File: config.mk
export PLATFORM = sky130hd
export DESIGN_NAME = mips_multicycle_control
export DESIGN_NICKNAME = d
export VERILOG_FILES = /design/src/rtl/mips_multicycle_control.sv
export SDC_FILE = /design/constraint.sdc
export NUM_CORES = 1
export LEC_CHECK = 0
export ABC_AREA = 0
export CAP_MARGIN = 30
export CORE_MARGIN = 2
export CORE_UTILIZATION = 50
export CTS_BUF_LIST = sky130_fd_sc_hd__clkbuf_16
export DETAILED_ROUTE_END_ITERATION = 8
export PLACE_DENSITY = 0.92
export SETUP_SLACK_MARGIN = 0.3
export SLEW_MARGIN = 20
export SYNTH_ARGS = -nofsm -noshare
export SYNTH_HDL_FRONTEND = slang
export SYNTH_SLANG_ARGS = --single-unit
File: constraint.sdc
create_clock -name clk -period 5.4 [get_ports clk]
set_clock_uncertainty 0.2 [all_clocks]
set_input_delay 1.62 -clock clk [delete_from_list [all_inputs] [get_ports clk]]
set_output_delay 1.62 -clock clk [all_outputs]
set_load 0.05 [all_outputs]
File: src/rtl/mips_multicycle_control.sv
// ---------------------------------------------------------------------------
// mips_multicycle_control
//
// Main control FSM for the multicycle MIPS datapath. It steps each
// instruction through fetch, decode, execute, memory and writeback states,
// chosen by the IR opcode, and drives every datapath enable and mux select.
// Its ALU_op output feeds ALU_Control. Memory accesses wait on MemReady, so
// the FSM stalls for as long as memory is slow.
//
// Ports
//   clk          rising-edge clock
//   rst_n        asynchronous active-low reset
//   Opcode       IR[31:26], looked at only in DECODE
//   MemReady     memory finishes the current access this cycle
//   PCWrite      unconditional PC load
//   PCWriteCond  PC load qualified by ALU Zero (beq)
//   IorD         memory address select: 0=PC, 1=ALUOut
//   MemRead      memory read request
//   MemWrite     memory write request
//   IRWrite      instruction register load
//   MemtoReg     register write data select: 0=ALUOut, 1=MDR
//   RegDst       destination register select: 0=rt, 1=rd
//   RegWrite     register file write enable
//   ALUSrcA      ALU A select: 0=PC, 1=A
//   ALUSrcB      ALU B select: 00=B, 01=4, 10=signext imm, 11=signext imm<<2
//   ALU_op       to ALU_Control: 00=add, 01=sub, 10=use FuncCode
//   PCSource     PC source: 00=ALU result, 01=ALUOut, 10=jump target
//   State        current state encoding, for debug
//   IllegalOp    one-cycle pulse in DECODE on an unsupported opcode
// ---------------------------------------------------------------------------
module mips_multicycle_control #(
    parameter logic [5:0] OP_RTYPE = 6'b000000,
    parameter logic [5:0] OP_LW    = 6'b100011,
    parameter logic [5:0] OP_SW    = 6'b101011,
    parameter logic [5:0] OP_BEQ   = 6'b000100,
    parameter logic [5:0] OP_J     = 6'b000010,
    parameter logic [5:0] OP_ADDI  = 6'b001000
) (
    input  logic       clk,
    input  logic       rst_n,
    input  logic [5:0] Opcode,
    input  logic       MemReady,
    output logic       PCWrite,
    output logic       PCWriteCond,
    output logic       IorD,
    output logic       MemRead,
    output logic       MemWrite,
    output logic       IRWrite,
    output logic       MemtoReg,
    output logic       RegDst,
    output logic       RegWrite,
    output logic       ALUSrcA,
    output logic [1:0] ALUSrcB,
    output logic [1:0] ALU_op,
    output logic [1:0] PCSource,
    output logic [3:0] State,
    output logic       IllegalOp
);

    typedef enum logic [3:0] {
        IDLE   = 4'd0,
        FETCH  = 4'd1,
        DECODE = 4'd2,
        MEMADR = 4'd3,
        MEMRD  = 4'd4,
        MEMWB  = 4'd5,
        MEMWR  = 4'd6,
        EXEC   = 4'd7,
        RCOMP  = 4'd8,
        BRANCH = 4'd9,
        JUMP   = 4'd10,
        ADDIEX = 4'd11,
        ADDIWB = 4'd12
    } state_t;

    // Moore part of the control word. IRWrite, the FETCH half of PCWrite and
    // IllegalOp depend on inputs and are formed outside the register.
    typedef struct packed {
        logic       pc_write;
        logic       pc_write_cond;
        logic       ior_d;
        logic       mem_read;
        logic       mem_write;
        logic       mem_to_reg;
        logic       reg_dst;
        logic       reg_write;
        logic       alu_src_a;
        logic [1:0] alu_src_b;
        logic [1:0] alu_op;
        logic [1:0] pc_source;
    } ctrl_t;

    state_t     state;
    state_t     next_state;
    ctrl_t      ctrl_q;
    logic [5:0] op_latched;
    logic       op_supported;

    // Control word for a given state. The register is loaded with the word
    // for the state being entered, so the outputs are registered yet still
    // line up with State in the same cycle.
    function automatic ctrl_t decode_ctrl(input state_t s);
        ctrl_t c;
        c = '0;
        case (s)
            FETCH: begin
                c.mem_read  = 1'b1;
                c.alu_src_b = 2'b01;
            end
            DECODE: begin
                c.alu_src_b = 2'b11;
            end
            MEMADR: begin
                c.alu_src_a = 1'b1;
                c.alu_src_b = 2'b10;
            end
            MEMRD: begin
                c.mem_read = 1'b1;
                c.ior_d    = 1'b1;
            end
            MEMWB: begin
                c.reg_write  = 1'b1;
                c.mem_to_reg = 1'b1;
            end
            MEMWR: begin
                c.mem_write = 1'b1;
                c.ior_d     = 1'b1;
            end
            EXEC: begin
                c.alu_src_a = 1'b1;
                c.alu_op    = 2'b10;
            end
            RCOMP: begin
                c.reg_write = 1'b1;
                c.reg_dst   = 1'b1;
            end
            BRANCH: begin
                c.alu_src_a     = 1'b1;
                c.alu_op        = 2'b01;
                c.pc_write_cond = 1'b1;
                c.pc_source     = 2'b01;
            end
            JUMP: begin
                c.pc_write  = 1'b1;
                c.pc_source = 2'b10;
            end
            ADDIEX: begin
                c.alu_src_a = 1'b1;
                c.alu_src_b = 2'b10;
            end
            ADDIWB: begin
                c.reg_write = 1'b1;
            end
            default: c = '0;
        endcase
        return c;
    endfunction

    // Flags whether the opcode on the port is one this FSM knows how to run.
    // Only meaningful while in DECODE, where it gates IllegalOp.
    always_comb begin
        op_supported = (Opcode == OP_RTYPE) || (Opcode == OP_LW)  ||
                       (Opcode == OP_SW)    || (Opcode == OP_BEQ) ||
                       (Opcode == OP_J)     || (Opcode == OP_ADDI);
    end

    // Next-state selection. FETCH, MEMRD and MEMWR hold until MemReady.
    // MEMADR picks load versus store from the opcode captured in DECODE, so
    // the IR port may change freely afterwards. Unused encodings recover to
    // FETCH.
    always_comb begin
        next_state = state;
        case (state)
            IDLE:   next_state = FETCH;
            FETCH:  if (MemReady) next_state = DECODE;
            DECODE: begin
                if ((Opcode == OP_LW) || (Opcode == OP_SW))
                    next_state = MEMADR;
                else if (Opcode == OP_RTYPE)
                    next_state = EXEC;
                else if (Opcode == OP_BEQ)
                    next_state = BRANCH;
                else if (Opcode == OP_J)
                    next_state = JUMP;
                else if (Opcode == OP_ADDI)
                    next_state = ADDIEX;
                else
                    next_state = FETCH;
            end
            MEMADR: next_state = (op_latched == OP_LW) ? MEMRD : MEMWR;
            MEMRD:  if (MemReady) next_state = MEMWB;
            MEMWB:  next_state = FETCH;
            MEMWR:  if (MemReady) next_state = FETCH;
            EXEC:   next_state = RCOMP;
            RCOMP:  next_state = FETCH;
            BRANCH: next_state = FETCH;
            JUMP:   next_state = FETCH;
            ADDIEX: next_state = ADDIWB;
            ADDIWB: next_state = FETCH;
            default: next_state = FETCH;
        endcase
    end

    // State, registered control word and the opcode latch. Reset clears the
    // control word along with the state, so any memory request in flight
    // drops the moment rst_n falls.
    always_ff @(posedge clk or negedge rst_n) begin
        if (!rst_n) begin
            state      <= IDLE;
            ctrl_q     <= '0;
            op_latched <= '0;
        end else begin
            state  <= next_state;
            ctrl_q <= decode_ctrl(next_state);
            if (state == DECODE)
                op_latched <= Opcode;
        end
    end

    // FETCH loads IR and PC only in the cycle memory delivers the word.
    // JUMP contributes its unconditional PC load through the register.
    assign IRWrite     = (state == FETCH) && MemReady;
    assign PCWrite     = ctrl_q.pc_write || ((state == FETCH) && MemReady);
    assign IllegalOp   = (state == DECODE) && !op_supported;
    assign PCWriteCond = ctrl_q.pc_write_cond;
    assign IorD        = ctrl_q.ior_d;
    assign MemRead     = ctrl_q.mem_read;
    assign MemWrite    = ctrl_q.mem_write;
    assign MemtoReg    = ctrl_q.mem_to_reg;
    assign RegDst      = ctrl_q.reg_dst;
    assign RegWrite    = ctrl_q.reg_write;
    assign ALUSrcA     = ctrl_q.alu_src_a;
    assign ALUSrcB     = ctrl_q.alu_src_b;
    assign ALU_op      = ctrl_q.alu_op;
    assign PCSource    = ctrl_q.pc_source;
    assign State       = state;

endmodule

==> results.cfg, run 1 <==
[place]
dp_hpwl_microns = 1590
place_congestion = 0.867
io_buffers = 29

[sta]
min_period_ps = 4860
grt_setup_unrepaired = no
fmax_mhz = 206
maxSlewHeadroom = 0.627
setup_tns_ps = 0
setup_viol = 0
finalCritPeriodShare = 0.899
drv_slew = 0
timing_hold_violations_final = 0
worstMarginPinSlew_ps = 557

[die]
dieArea_sq_um = 2590
die_y_microns = 50.8
start_util = 0.543
rows = 16
num_io_pins = 30
die_w_microns = 50.8
core_sq_um = 2020

[clock_network]
htree_levels = 1
clkTransAtPathRegs_ps = 60
cts_hold_buf = 0
cts.repair.resized = 0
cts_tree = yes
cts_root_buf = clkbuf_16
cts_buffer_depth = 2
cts.sinks = 22
clk_latency_ps = 250
numCtsBuffers = 3
post_cts_buffers = 0

[critical_path]
rr_startpoint = State[1]
end_kind = primary output
cp_slowest_stage_delay_ps = 480
critPathLaunchType = primary input
path_delay_family = buffers and inverters
worstSetupPathType = in2out
rrSetupSlack_ps = 3320
cp_max_fo = 5
crit_chain = clkdlybuf4s50_1 > nor3_1 > o211ai_1 > and3_1 > buf_12
worstPathArrival_ps = 3040
r2r-end = ALUSrcB[1]
r2r_cells = 6
cp_slowest_cell = clkdlybuf4s50_1
required_ps = 3580
crit_buf_inv = 2

[synth]
synth_cells = 100
yosysWarnings = 0
synth_commonest_cells = dfrtp_1, nor2_1, mux2_2, nand2b_1
ys_ff_latch = 22
synth-seq-area-share = 0.502
synth_top_area_frac = 0.502
ys.flop_type = dfrtp_1
synth_edf_count = 0
syn_avg_cell_area_sq_um = 11.0
ys_async_sr_fraction = 1.00
synth_cell_type_count = 39
synthesis.nets = 109
synth.most_common_cell = dfrtp_1
synthTopCellsByArea = dfrtp_1, mux2_2, nand2b_1
netlist.top_cell.by_area = dfrtp_1
syn_area_sq_um = 1100

[routing]
first_pass_iters = 4
drt-vias-per-instance = 5.41
wire_per_inst_microns = 14.2
drc_errors = 0
ant_nets = 0
drt-total-wl_microns = 2180
dr_total_vias = 827
drt_iter0_markers = 18

[global_route]
grtUsageTotal = 0.197
grt_pass1_vias = 795
grt_pass1_wl_microns = 3710
overflow = 0
grt_max_degree = 23
antenna_found_initial = 0

[finish]
final_nets = 136
nFillCells = 149
postLayoutCoreUtil = 0.733
seq_area_sq_um = 551
drive_above_1_share = 0.198
syn2layout_area_growth_pct = 35.0
multi_input_area_sq_um = 485
insertedDiodeCount = 0

[pwr]
clkPwrFrac = 0.217
p_switching_mw = 0.389
netSwitchingFraction = 0.414
power_leakage_nw = 0.651
combPwrFrac = 0.491
power.internal_mw = 0.550
powerDensity_nw_per_um2 = 634
p_seq_frac = 0.291
vdd_drop_max_mv = 0.324

[outcome]
outcome = finished, final reports clean

[min_path]
hold_path_depth = 1
min_from = op_latched[4]
min_to = op_latched[4]
hold_path_class = reg2reg

[run]
maxCapViolations = 0
-- cell usage in the layout, fill, tap and decap left out, types with 2 or more instances in the layout --
cell,instances
o21ai_1,2
clkdlybuf4s50_1,25
mux2_2,6
nor3_1,4
o21a_1,2
clkbuf_16,3
a211oi_1,2
nand3_1,2
xor2_1,2
a21oi_1,3
buf_4,2
or2_2,2
and3_1,3
nor2b_1,2
and3b_1,2
nor2_1,7
inv_1,2
o21ai_0,3
nand2b_1,6
nand2_1,4
dfrtp_1,22
-- flip-flops by register name (all words and copies together) (netlist names) --
register / cells
ALUSrcB: 2
RegDst: 1
MemWrite: 1
PCSource: 1
MemtoReg: 1
PCWriteCond: 1
op_latched: 6
RegWrite: 1
State: 4
ALUSrcA: 1
ALU_op: 1
IorD: 1
MemRead: 1
-- final cells by class --
cell class	count	area share
repair buffers	29	0.196
well taps	27	0.0228
clock buffers	3	0.0507
clock inverters	1	0.0203
multi-input cells	67	0.328
flip-flops and latches	22	0.372
inverters	4	0.0110
-- worst max-delay path by stage --
stage,from,end,slack (ps),cells after the start
5_1_grt,Opcode[0],IllegalOp,460,5
3_3_place_gp,Opcode[0],IllegalOp,620,5
6_report,Opcode[0],IllegalOp,540,5
4_1_cts,Opcode[0],IllegalOp,550,5
3_5_place_dp,Opcode[0],IllegalOp,550,5
2_1_floorplan,Opcode[1],IllegalOp,1030,4
-- kinds of logic after synthesis --
family	Yosys count	share of synthesized area
simple gates	39	0.222
compound gates	20	0.143
buf+inv	11	0.0559
flops	22	0.502
mux	6	0.0616
xor+xnor	2	0.0160
-- power groups by stage --
stage	Sequential [mW]	Clock [mW]	Combinational, mW
after floorplan	0.366	0	0.243
after global placement	0.272	0	0.453
after detailed placement	0.274	0	0.460
after CTS	0.273	0.207	0.465
after global routing	0.283	0.214	0.493
final	0.273	0.204	0.461
-- per-stage QoR --
stage / std cells / area [sq um] / setup slack (ps) / hold slack (ps) / power, mW
4_1_cts: 153 / 1490 / 550 / 313 / 0.944
5_1_grt: 153 / 1480 / 459 / 323 / 0.990
6_report: 153 / 1480 / 544 / 309 / 0.938
3_3_place_gp: 149 / 1380 / 623 / 291 / 0.724
3_5_place_dp: 149 / 1380 / 551 / 301 / 0.735
2_1_floorplan: 100 / 1100 / 1030 / 272 / 0.609
-- routing by layer --
layer | vias up | track usage | share of wire
met2 | 27 | 0.360 | 0.54
met5 | - | 0 | 0
met1 | 388 | 0.243 | 0.40
met3 | 4 | 0.0175 | 0.045
met4 | 0 | 0.0676 | 0.013
li1 | 408 | - | -
Power figures use the tool's default switching activity.
==> run 2, diff against run 1 <==
--- a/config.mk
+++ b/config.mk
@@ -13,6 +13,7 @@
 export DETAILED_ROUTE_END_ITERATION = 8
 export PLACE_DENSITY = 0.92
 export SETUP_SLACK_MARGIN = 0.3
+export SKIP_CTS_REPAIR_TIMING = 1
 export SLEW_MARGIN = 20
 export SYNTH_ARGS = -nofsm -noshare
 export SYNTH_HDL_FRONTEND = slang
==> results of run 2 <==
Same layout as run 1: the final DEF is identical, and so are final timing and power.
==> run 3, diff against run 2 <==
--- a/config.mk
+++ b/config.mk
@@ -10,11 +10,13 @@
 export CORE_MARGIN = 2
 export CORE_UTILIZATION = 50
 export CTS_BUF_LIST = sky130_fd_sc_hd__clkbuf_16
+export CTS_CLUSTER_DIAMETER = 150
 export DETAILED_ROUTE_END_ITERATION = 8
 export PLACE_DENSITY = 0.92
+export REMOVE_ABC_BUFFERS = 1
 export SETUP_SLACK_MARGIN = 0.3
 export SKIP_CTS_REPAIR_TIMING = 1
-export SLEW_MARGIN = 20
+export SLEW_MARGIN = 10
 export SYNTH_ARGS = -nofsm -noshare
 export SYNTH_HDL_FRONTEND = slang
 export SYNTH_SLANG_ARGS = --single-unit
==> results.cfg, run 3 (synthesized netlist as in run 1, its figures left out) <==
[sta]
fmax_mhz = 206
finalCritPeriodShare = 0.900
setup_ws_ps = 537
maxSlewHeadroom = 0.611
grt_setup_unrepaired = no
worstMarginPinSlew_ps = 581
min_period_ps = 4860
timing_hold_violations_final = 0
drv_slew = 0
setup_tns_ps = 0
setup_viol = 0

[finish]
largest_reg_flops = 6
final_nets = 137
drive_above_1_share = 0.197
postLayoutCoreUtil = 0.741
syn2layout_area_growth_pct = 36.5
top_register = op_latched
layout_commonest_cell = clkdlybuf4s50_1
insertedDiodeCount = 0
stdcell_count = 154
mostFrequentLayoutCells = clkdlybuf4s50_1, dfrtp_1, nor2_1

[critical_path]
critPathLaunchType = primary input
r2r-end = ALUSrcB[1]
rrSetupSlack_ps = 3270
end_kind = primary output
worstSetupPathType = in2out
cp_slowest_cell = clkdlybuf4s50_1
r2r_cells = 6
path_delay_family = buffers and inverters
crit_chain = clkdlybuf4s50_1 > nor3_1 > o211ai_1 > and3_1 > buf_12
cp_slowest_stage_delay_ps = 470
required_ps = 3580
cp_max_fo = 5
worstPathArrival_ps = 3040
rr_startpoint = State[1]
crit_buf_inv = 2

[pwr]
powerDensity_nw_per_um2 = 633
vdd_drop_max_mv = 0.319
power_leakage_nw = 0.657
p_total_mw = 0.948

[routing]
drt-vias-per-instance = 5.84
first_pass_iters = 4
drt_iter0_markers = 24
dr_total_vias = 899
ant_nets = 0
wire_per_inst_microns = 14.9
drt-total-wl_microns = 2290
drc_errors = 0

[place]
dp_hpwl_microns = 1650
place_congestion = 0.840
place_ws_ps = 551
dp.cells = 149
io_buffers = 29

[global_route]
antenna_found_initial = 0
grtUsageTotal = 0.197
grt_max_degree = 23
grt_use_met3 = 0.0205
grt_use_met2 = 0.336
overflow = 0
grt_pass1_wl_microns = 3660
grt_pass1_vias = 791
gr-max-usage-layer = met2
grtUsageMet1 = 0.237

[clock_network]
numCtsBuffers = 3
cts.sinks = 22
cts_root_buf = clkbuf_16
clk_latency_ps = 260
cts_tree = yes
cts_buffer_depth = 2
htree_levels = 1
clkTransAtPathRegs_ps = 60

[min_path]
min_to = op_latched[0]
hold_path_depth = 1
hold_path_class = reg2reg
min_from = op_latched[0]

[die]
die_w_microns = 50.8
core_sq_um = 2020
rows = 16
dieArea_sq_um = 2590
num_io_pins = 30
die_y_microns = 50.8
start_util = 0.543

[run]
maxCapViolations = 0

[outcome]
outcome = finished, final reports clean
-- run 3: cell count changes in the layout (fill, tap and decap cells not counted), sizes merged --
cell / delta
clkdlybuf4s50: +1
-- run 3: layout make-up --
| type | count | area [sq um] |
|---|---|---|
| inverter | 4 | 16.3 |
| sequential | 22 | 551 |
| timing repair buffer | 30 | 307 |
| tap | 27 | 33.8 |
| clock buffer | 3 | 75.1 |
| fill | 143 | 524 |
| multi-input combinational | 67 | 485 |
| clock inverter | 1 | 30.0 |
-- run 3: worst max path at each step --
stage | slack (ps) | to | start | cells past startpoint
finish | 540 | IllegalOp | Opcode[0] | 5
global route | 510 | IllegalOp | Opcode[0] | 5
CTS | 550 | IllegalOp | Opcode[0] | 5
detailed placement | 550 | IllegalOp | Opcode[0] | 5
global placement | 610 | IllegalOp | Opcode[0] | 5
floorplan | 1170 | IllegalOp | Opcode[2] | 3
-- run 3: worst reg2reg max path, stage by stage, from the launching register on --
cell	delay (ps)
dfrtp_1	590
nor4b_4	580
o211ai_2	180
and4b_4	270
clkinv_2	50
nand2_2	40
o21ai_1	140
-- run 3: per-stage QoR --
stage / area [sq um] / hold WS (ps)
detailed placement: 1380 / 300
CTS: 1490 / 313
floorplan: 1050 / 272
finish: 1500 / 308
global placement: 1380 / 292
global route: 1500 / 326
-- run 3: where the power goes --
group	total, mW	switching (mW)	internal (mW)
Clock	0.207	0.0596	0.147
Combinational	0.465	0.284	0.181
Sequential	0.276	0.0527	0.223
Total	0.948	0.397	0.551
-- run 3: routing by layer --
metal	vias up	routed length [microns]
li1	409	-
met5	-	0
met4	0	68
met2	49	1180
met1	432	915
met3	9	132
==> variant (flow settings as in run 2) <==
Reset style: synchronous (`rst_n`), changed in one clocked block. Comments in the files are not updated.
--- a/src/rtl/mips_multicycle_control.sv
+++ b/src/rtl/mips_multicycle_control.sv
@@ -206,3 +206,3 @@
     // drops the moment rst_n falls.
-    always_ff @(posedge clk or negedge rst_n) begin
+    always_ff @(posedge clk) begin
         if (!rst_n) begin
Formal check against the unedited RTL: differs if rst_n is asserted again (counterexample within 4 cycles, from zero or initial values and one cycle with rst_n low); with rst_n held inactive, the same outputs for 10 cycles.
==> variant against run 2 <==
- die area increased by 6.1%
- via count increased by 24%
- first-iteration DRC count rose by 28%
- cell count rose by 14%
- synthesized area up 6.6%
- sequential cell count up 1
- cell area increased by 0.17%
- worst setup slack worse by 0.18 ns
- routed wire length grew 24%
- synthesized cell count is 27% higher
Power is not compared: it rests on default switching activity, and its combinational part moved more than twofold at a synthesized area within 25%.
==> variant: results (changes against run 2) <==
Worst slack, placed = 0.388 ns (-0.164 ns)
Max H-tree Level = 1 (unchanged)
Critical path origin = Opcode[1]
# diodes = 0 (unchanged)
Synth Flop Type = dfxtp_1
Final net count = 157 (+15%)
Vias in the first global route = 940 (+18%)
Final Critical Period = 5.03 ns (+0.179 ns)
Layout cells sized above 1 = 15.6% (-4.2 points)
Initial antenna violation count = 0 (unchanged)
# port buffers = 29 (unchanged)
Crit Reg-Reg Startpoint = State[2]
Hpwl dp = 1980 um (+25%)
Number of flip-flops in the largest register = 6 (unchanged)
Global-route wire length before repair = 4360 um (+18%)
Syn_nets = 136 (+25%)
Hold EP = op_latched[5]
Clock Path Buffers = 2 (unchanged)
Wirelength, routed = 2710 um (+24%)
Synth cell types = 46 (+18%)
Top delay family on crit path = buffers and inverters
Crit path max fanout = 9 (+4)
Clk Latency, worst-skew pair = 0.26 ns
Crit-path max cell delay = 0.57 ns (+0.09 ns)
Overall routing resource usage = 21.9% (+2.3 points)
Post-synth top cells = 23 x dfxtp_1, 18 x nand2_1, 8 x a21oi_1, 8 x buf_4
Slowest cell on the critical path = clkdlybuf4s50_1
Sequential area share after synthesis = 39.4% (-11 points)
Top reg by flops = op_latched
Worst min-delay path class = reg -> reg
TritonRoute pass-1 iters = 4 (unchanged)
Vias per cell = 5.84 (+8.0%)
DRT iter0 DRCs = 23 (+5)
Num CTS Buffers = 3 (unchanged)
Synth Warn # = 0 (unchanged)
Hold_sp = op_latched[5]
Layout fillers = 168 (+13%)
Synth top area cells = dfxtp_1 39%, nand2_1 5.8%, buf_4 5.1%
RePlAce Congestion = 0.793 (-8.6%)
Pin count of the biggest net entering global routing = 16 (-30%)
Worst setup path endpoint = IllegalOp
Sw frac = 27.8%
Status = finished clean
Flop2flop setup slack = 3.11 ns (-0.21 ns)
Root buffer cell = clkbuf_16
Worst hold path depth = 2 (+1)
VDD IR-drop max = 0.237 mV
Leak pwr = 0.539 nW
Async set or reset register ratio after synthesis = 0% (-100 points)
Worst flop-to-flop path endpoint = ALUSrcB[0]
Data arrival time of the worst path = 3.21 ns (+0.17 ns)
Max_slew headroom = 60.9% (-1.7 points)
Worst-path clk slew = 0.06 ns (about the same)
variant: cell count changes in the layout (fill, tap and decap cells not counted), moves of 3 or more:
cell,run 2,this run
dfxtp_1,0,23
dfrtp_1,22,0
nand2_1,4,18
a21oi_1,3,8
mux2_2,6,1
nand2b_1,6,1
and3_1,3,0
variant: per-stage QoR:
step | area (sq um) | cells | hold WS, ns | total power [W]
3_3_place_gp | 1400 | 171 | 0.240 | 0.000265
2_1_floorplan | 1170 | 127 | 0.231 | 0.000243
5_1_grt | 1480 | 175 | 0.286 | 0.000441
3_5_place_dp | 1400 | 171 | 0.257 | 0.000269
4_1_cts | 1480 | 175 | 0.265 | 0.000426
6_report | 1480 | 175 | 0.264 | 0.000426
variant: final cells by class:
type / count / area, sq um / area share, %
Multi-Input combinational cell: 87 / 598 / 40.3
Sequential cell: 23 / 460 / 31.0
Timing Repair Buffer: 29 / 295 / 19.9
Clock buffer: 3 / 75.1 / 5.06
Tap cell: 28 / 35.0 / 2.36
Inverter: 4 / 15.0 / 1.01
Clock inverter: 1 / 5.00 / 0.337
variant: per-layer routing:
metal,vias up,track usage (%),share of wire [%]
met5,-,0,0
met4,0,12.8,3.7
met3,13,3.71,4.2
met2,34,35.4,51
met1,485,27.1,41
li1,490,-,-
variant: power by group through the flow:
stage	clock network, W	registers, W	logic, W
after detailed placement	0	0.000186	0.0000826
after floorplan	0	0.000193	0.0000494
after global placement	0	0.000186	0.0000793
final	0.000159	0.000183	0.0000835
after global routing	0.000169	0.000184	0.0000883
after CTS	0.000160	0.000183	0.0000834
variant: cells by family after synthesis:
kind of cell	Yosys count	share of synthesized area, %
simple gates	55	28.5
compound gates	28	19.5
flops	23	39.4
buf+inv	17	9.52
xor+xnor	3	2.25
mux	1	0.962
